## config.mk

```make
export PLATFORM = sky130hd
export DESIGN_NAME = bus_decoder
export DESIGN_NICKNAME = d
export VERILOG_FILES = /design/src/rtl/bus_decoder_pkg.sv /design/src/rtl/bus_region_match.sv /design/src/rtl/bus_decoder.sv
export SDC_FILE = /design/constraint.sdc
export NUM_CORES = 1
export LEC_CHECK = 0
export ABC_CLOCK_PERIOD_IN_PS = 3770
export BUFFER_PORTS_ARGS = -buffer_cell sky130_fd_sc_hd__buf_4
export CAP_MARGIN = 30
export CORE_ASPECT_RATIO = 1.75
export CORE_MARGIN = 4
export CORE_UTILIZATION = 35
export DETAILED_ROUTE_END_ITERATION = 10
export REMOVE_ABC_BUFFERS = 1
export SETUP_SLACK_MARGIN = 0.05
export SLEW_MARGIN = 20
export SYNTH_ARGS = -nofsm -noshare
export SYNTH_HDL_FRONTEND = slang
export SYNTH_HIERARCHICAL = 1
export SYNTH_SLANG_ARGS = --single-unit
```

## constraint.sdc

```tcl
create_clock -name clk -period 3.77 [get_ports clk]
set_input_delay 0.1885 -clock clk [delete_from_list [all_inputs] [get_ports clk]]
set_output_delay 0.1885 -clock clk [all_outputs]
set_load 0.03 [all_outputs]
```

## src/rtl/bus_decoder_pkg.sv

```systemverilog
// Shared constants, FSM state type and access-size helper for the bus decoder.
// Latency: n/a (declarations only).
// Backpressure: n/a.
package bus_decoder_pkg;

  localparam int XLEN        = 32;
  localparam int BUS_WIDTH   = 32;
  localparam int BUS_ACC_CNT = 3;
  localparam int ACC_W       = $clog2(BUS_ACC_CNT);

  // Access-size encodings carried on acc / s_acc.
  localparam logic [ACC_W-1:0] ACC_BYTE = ACC_W'(0);
  localparam logic [ACC_W-1:0] ACC_HALF = ACC_W'(1);
  localparam logic [ACC_W-1:0] ACC_WORD = ACC_W'(2);

  localparam int NSLV   = 4;
  localparam int SEL_W  = $clog2(NSLV);
  localparam int WDOG_W = 8;

  typedef enum logic [1:0] {
    ST_IDLE,
    ST_FWD,
    ST_ERR,
    ST_RESP
  } state_t;

  // True when the low address bits suit the access size. The unused fourth
  // acc encoding is always treated as misaligned.
  function automatic logic acc_aligned(input logic [ACC_W-1:0] acc_i,
                                       input logic [1:0]       lsb);
    logic ok;
    ok = 1'b0;
    case (acc_i)
      ACC_BYTE: ok = 1'b1;
      ACC_HALF: ok = ~lsb[0];
      ACC_WORD: ok = (lsb == 2'b00);
      default:  ok = 1'b0;
    endcase
    return ok;
  endfunction

endpackage

```

## src/rtl/bus_region_match.sv

```systemverilog
// Matches an address against one base/size window and yields the window-relative offset.
// Latency: combinational.
// Backpressure: none; pure decode.
//
// Ports:
//   addr   - byte address from the arbitrated bus
//   hit    - addr lies inside [BASE, BASE+SIZE); always 0 when SIZE is 0
//   offset - addr - BASE (only meaningful when hit)
module bus_region_match
  import bus_decoder_pkg::*;
#(
  parameter logic [XLEN-1:0] BASE = 32'h0000_0000,
  parameter logic [XLEN-1:0] SIZE = 32'h0000_1000
) (
  input  logic [XLEN-1:0] addr,
  output logic            hit,
  output logic [XLEN-1:0] offset
);

  // SIZE is a power of two and BASE is SIZE-aligned, so the window test
  // reduces to comparing the bits above the size boundary.
  localparam logic [XLEN-1:0] MASK = ~(SIZE - XLEN'(1));

  assign hit    = (SIZE != '0) && ((addr & MASK) == BASE);
  assign offset = addr - BASE;

endmodule

```

## src/rtl/bus_decoder.sv

```systemverilog
// Address decoder / response mux between the shared core bus and four slave ports.
// Latency: req -> s_req 1 cycle; s_resp -> resp 1 cycle; faulted req -> resp 1 cycle.
// Backpressure: none; one transaction in flight, a req arriving outside IDLE is dropped.
//
// Ports:
//   clk, rst       - clock, synchronous active-high reset
//   addr, w_rb, acc, wdata, req - request from the arbitrated bus
//   resp, rdata    - single-cycle response strobe and read data
//   fault          - combinational: req is unmapped or misaligned
//   timeout_flag   - sticky watchdog-expiry indicator, cleared by rst only
//   s_addr         - per-slave region-relative address (slot k at [k*XLEN +: XLEN])
//   s_w_rb, s_acc, s_wdata - registered request fields shared by all slaves
//   s_req          - one-hot single-cycle slave request
//   s_resp, s_rdata - slave response strobes and read data (slot k at [k*BUS_WIDTH +: BUS_WIDTH])
module bus_decoder
  import bus_decoder_pkg::*;
#(
  parameter logic [XLEN-1:0] BASE0   = 32'h0000_0000,
  parameter logic [XLEN-1:0] BASE1   = 32'h1000_0000,
  parameter logic [XLEN-1:0] BASE2   = 32'h2000_0000,
  parameter logic [XLEN-1:0] BASE3   = 32'h3000_0000,
  parameter logic [XLEN-1:0] SIZE0   = 32'h0000_1000,
  parameter logic [XLEN-1:0] SIZE1   = 32'h0000_1000,
  parameter logic [XLEN-1:0] SIZE2   = 32'h0000_1000,
  parameter logic [XLEN-1:0] SIZE3   = 32'h0000_1000,
  parameter int unsigned     TIMEOUT = 64
) (
  input  logic                      clk,
  input  logic                      rst,
  input  logic [XLEN-1:0]           addr,
  input  logic                      w_rb,
  input  logic [ACC_W-1:0]          acc,
  input  logic [BUS_WIDTH-1:0]      wdata,
  input  logic                      req,
  output logic                      resp,
  output logic [BUS_WIDTH-1:0]      rdata,
  output logic                      fault,
  output logic                      timeout_flag,
  output logic [NSLV*XLEN-1:0]      s_addr,
  output logic                      s_w_rb,
  output logic [ACC_W-1:0]          s_acc,
  output logic [BUS_WIDTH-1:0]      s_wdata,
  output logic [NSLV-1:0]           s_req,
  input  logic [NSLV-1:0]           s_resp,
  input  logic [NSLV*BUS_WIDTH-1:0] s_rdata
);

  logic [NSLV-1:0]  hit;
  logic [XLEN-1:0]  offset [NSLV];
  logic [SEL_W-1:0] hit_idx;
  logic             any_hit;
  logic             aligned;

  state_t           state;
  logic [SEL_W-1:0] sel;
  logic [WDOG_W-1:0] wdog;

  // ------------------------------------------------------------------
  // Region decode
  // ------------------------------------------------------------------
  bus_region_match #(.BASE(BASE0), .SIZE(SIZE0)) u_match0 (
    .addr  (addr),
    .hit   (hit[0]),
    .offset(offset[0])
  );

  bus_region_match #(.BASE(BASE1), .SIZE(SIZE1)) u_match1 (
    .addr  (addr),
    .hit   (hit[1]),
    .offset(offset[1])
  );

  bus_region_match #(.BASE(BASE2), .SIZE(SIZE2)) u_match2 (
    .addr  (addr),
    .hit   (hit[2]),
    .offset(offset[2])
  );

  bus_region_match #(.BASE(BASE3), .SIZE(SIZE3)) u_match3 (
    .addr  (addr),
    .hit   (hit[3]),
    .offset(offset[3])
  );

  // Overlapping regions resolve to the lowest index: scan downwards so the
  // last assignment made is the smallest hitting k.
  always_comb begin
    hit_idx = '0;
    for (int k = NSLV - 1; k >= 0; k--) begin
      if (hit[k]) begin
        hit_idx = SEL_W'(k);
      end
    end
  end

  assign any_hit = |hit;
  assign aligned = acc_aligned(acc, addr[1:0]);

  // Evaluated regardless of state so the requester always sees a bad
  // address in the same cycle, even for a request that will be dropped.
  assign fault = req & (~any_hit | ~aligned);

  // ------------------------------------------------------------------
  // Transaction FSM with watchdog; all outputs registered
  // ------------------------------------------------------------------
  always_ff @(posedge clk) begin
    if (rst) begin
      state        <= ST_IDLE;
      sel          <= '0;
      wdog         <= '0;
      resp         <= 1'b0;
      rdata        <= '0;
      timeout_flag <= 1'b0;
      s_addr       <= '0;
      s_w_rb       <= 1'b0;
      s_acc        <= '0;
      s_wdata      <= '0;
      s_req        <= '0;
    end else begin
      // Both strobes are single-cycle pulses.
      resp  <= 1'b0;
      s_req <= '0;

      case (state)
        ST_IDLE: begin
          if (req) begin
            if (fault) begin
              state <= ST_ERR;
              resp  <= 1'b1;
              rdata <= '0;
            end else begin
              state                            <= ST_FWD;
              sel                              <= hit_idx;
              s_addr[hit_idx*XLEN +: XLEN]     <= offset[hit_idx];
              s_w_rb                           <= w_rb;
              s_acc                            <= acc;
              s_wdata                          <= wdata;
              s_req                            <= NSLV'(1) << hit_idx;
              wdog                             <= WDOG_W'(TIMEOUT);
            end
          end
        end

        ST_FWD: begin
          // The slave response is checked first so that an answer landing on
          // the expiry cycle still returns data and leaves the flag clear.
          if (s_resp[sel]) begin
            state <= ST_RESP;
            resp  <= 1'b1;
            rdata <= s_rdata[sel*BUS_WIDTH +: BUS_WIDTH];
          end else if (wdog == '0) begin
            state        <= ST_RESP;
            resp         <= 1'b1;
            rdata        <= '0;
            timeout_flag <= 1'b1;
          end else begin
            wdog <= wdog - WDOG_W'(1);
          end
        end

        // resp is already high for this cycle; just return to IDLE.
        ST_ERR:  state <= ST_IDLE;
        ST_RESP: state <= ST_IDLE;
        default: state <= ST_IDLE;
      endcase
    end
  end

endmodule

```

==> results.cfg <==
[run_status]
status = finished clean

[synthesis]
syn_avg_cell_area_um2 = 10.4
synth_flop_cell = dfxtp_1
ys_ff_latch = 213
synth_edf_count = 0
synth_top_area_frac = 0.415
synth_cell_type_count = 43
synth_cells = 993
ys_seq_area_frac = 0.415
synth-async-reset-ratio = 0
synthTopCellsByArea = dfxtp_1 (41%), a22o_1 (11%), mux2i_1 (9.3%)
synth.largest_area_cell = dfxtp_1
syn-cell-area_mm2 = 0.0103
yosys_warnings = 6

[global_route]
grt.total_usage = 0.205
grt_pass1_wl_um = 51400
grt_pass1_vias = 8835
antenna_found_initial = 6
grt-ovfl-total = 0
grt_max_degree = 84

[clock_tree]
postCtsSetupBuffers = 0
clk_latency_ns = 0.52
cts-root-buf = clkbuf_16
cts_tree = yes
cts_resized = 0
numCtsBuffers = 22
cts_max_path_buffers = 3
hold_buffers = 36
cts.sinks = 213
clk_pin_slew_worst_paths_ns = 0.07
cts-htree-levels = 1

[setup_path]
worstSetupStartpoint = addr[29]
crit_path_start_kind = primary input
critPathMaxStageDelay_ns = 0.50
r2r_setup_slack_ns = 1.56
rr_endpoint = s_addr[114]$_SDFFE_PP0P_
crit_slowest_cell = buf_4
cp_max_fo = 44
cp.required_ns = 4.18
crit_top_cell = buf_4
critPathArrivalTime_ns = 3.20
endpoint_kind = flop
cp_top_family = simple AND/OR/NAND/NOR gates
worstSetupPathType = primary input to flop
cp-endpoint = s_addr[114]$_SDFFE_PP0P_
r2r_start = state[1]$_SDFFE_PP0P_
critPathBufInv = 3
reg2regPathDepth = 4
worstSetupPathDepth = 12
cp_cell_sequence = buf_4 -> inv_1 -> ha_1 -> nor4b_2 -> nand4_1 -> nor4_2 -> or4_4 -> o211ai_2 -> nor3_4 -> buf_4 -> a21oi_4 -> a22o_1

[final_layout]
final_cells = 1684
nNetsFinal = 1497
areaGrowthSynthToFinish_pct = 34.9
drive_gt1_frac = 0.397
nFillCells = 2701

[job]
maxCapViolCount = 0

[timing]
fin_ws_ns = 0.974
tightestPinTransition_ns = 0.958
slew_headroom = 0.360
layout_min_cycle_time_ns = 2.80
whs_ns = 0.0882
setup_viol = 0
fmax_mhz = 358
min_period_over_period = 0.742
drv_slew = 0
finalHoldViolations = 0
setup_tns_ns = 0
rsz0062_at_grt = no
clock_skew_ns = 0.00946

[floorplanning]
dieArea_mm2 = 0.0323
die_height_um = 235
io_pins = 404
coreArea_mm2 = 0.0288
fp-row-count = 82
die_w_um = 138
start_util = 0.357

[power]
fin_total_pwr_mw = 5.06
p_leak_nw = 5.64
ir_worst_vdd_uv = 310
power.density_mw_per_mm2 = 364

[route]
drc = 0
viasPerCell = 5.09
routed-via-count = 8578
wl_per_cell_um = 20.6
drt_iter0_drc = 329
ant_nets = 0
routed_wl_um = 34700
firstDrtPassIters = 4

[placement]
place_congestion = 0.857
dpl_worst_slack_ns = 0.424
dp_cells = 1603
dp_hpwl_um = 26300
port_buffers = 403

[worst_hold_path]
worstHoldStart = s_rdata[91]
hp-class = primary input to flop
## worst min-delay path by stage
| stage | endpoint | slack, ns | cells past startpoint |
|---|---|---|---|
| after global routing | rdata[27]$_SDFFE_PP0P_ | 0.09 | 4 |
| final | rdata[27]$_SDFFE_PP0P_ | 0.09 | 4 |
| after detailed placement | s_wdata[20]$_SDFFE_PP0P_ | 0.44 | 3 |
| after CTS | rdata[6]$_SDFFE_PP0P_ | 0.06 | 4 |
| after floorplan | s_acc[0]$_SDFFE_PP0P_ | 0.26 | 1 |
| after global placement | s_wdata[26]$_SDFFE_PP0P_ | 0.44 | 3 |
## registers in the layout, indices dropped and copies added (netlist names)
signal        flops
s_acc             2
state             2
rdata            32
s_wdata          32
sel               2
timeout_flag      1
wdog              8
s_w_rb            1
s_req             4
s_addr          128
resp              1
## final cells by class
class	instances	area [um^2]	share of cell area
multi-input combinational	579	4720	0.340
clock buffer	27	611	0.0440
timing repair buffer	456	3560	0.257
sequential	213	4270	0.308
antenna	5	12.5	0.000902
inverter	13	51.3	0.00370
tap	378	473	0.0341
clock inverter	13	179	0.0129
## Yosys cell counts (4+ instances only)
cell      instances
a21oi_1          43
a22o_1          128
buf_1             8
buf_2            25
buf_4           123
buf_6            12
clkbuf_1         17
dfxtp_1         213
ha_1             10
inv_1            11
mux2i_1          96
mux4_2           33
nand2_1         110
nand2b_1         32
nand3_1           6
nand4_1           5
nor2_1            9
nor3_1            8
nor4_1           19
nor4_2            5
nor4b_2           4
o21ai_0          21
o21ai_1          13
xor2_1            9
## worst register-to-register path: stages (launching register included)
cell and delay, ns:
dfxtp_1 0.59, nor3_4 0.15, buf_4 0.31, a21oi_4 0.82
a22o_1 0.29
## layer usage
layer  global-route usage  part of all wire  wire (um)
met5                    0           0.00058         20
met4               0.0899             0.043       1480
met3               0.0445             0.072       2500
met2                0.390              0.54      18800
met1                0.206              0.34      11900
## cell families after synthesis
| family | Yosys count | synth area share |
|---|---|---|
| AO/OA/AOI/OAI | 214 | 0.157 |
| XOR/XNOR | 10 | 0.00852 |
| adder cells (fa/ha/maj) | 10 | 0.0122 |
| buffers and inverters | 201 | 0.130 |
| flip-flops | 213 | 0.415 |
| multiplexers | 129 | 0.166 |
| AND/OR/NAND/NOR | 216 | 0.111 |
## report_power, final
part,switching [mW],internal (mW),leakage (nW)
combinational,0.180,0.226,3.54
sequential,0.00235,2.25,1.72
clock,0.960,1.44,0.390
## placed cells by master, fill, tap and decap left out, types with 3 or more instances in the layout
cell type      synthesis  routed
a21oi_1               43      42
a21oi_4                3       4
a22o_1               128     128
and3_1                 3       3
buf_4                123     417
bufinv_16              0       4
clkbuf_16              0      23
clkinv_2               0       5
dfxtp_1              213     212
diode_2                0       5
dlygate4sd3_1          0      36
ha_1                  10      10
inv_1                 11      11
mux2i_1               96      96
mux4_2                33      33
nand2_1              110     110
nand2b_1              32      32
nand3_1                6       6
nand4_1                5       5
nand4b_1               3       3
nor2_1                 9       9
nor2b_1                3       3
nor3_1                 8       8
nor3_4                 2       3
nor4_1                19      19
nor4_2                 5       4
nor4b_2                4       3
o21ai_0               21      21
o21ai_1               13      13
xor2_1                 9       9
## metrics by stage
stage | util | instance area (um^2)
floorplan | - | 8990
global placement | 0.440 | 12700
detailed placement | 0.441 | 12700
CTS | 0.481 | 13900
global route | 0.481 | 13900
finish | 0.481 | 13900
No activity file was read; power rests on OpenSTA's default activity.
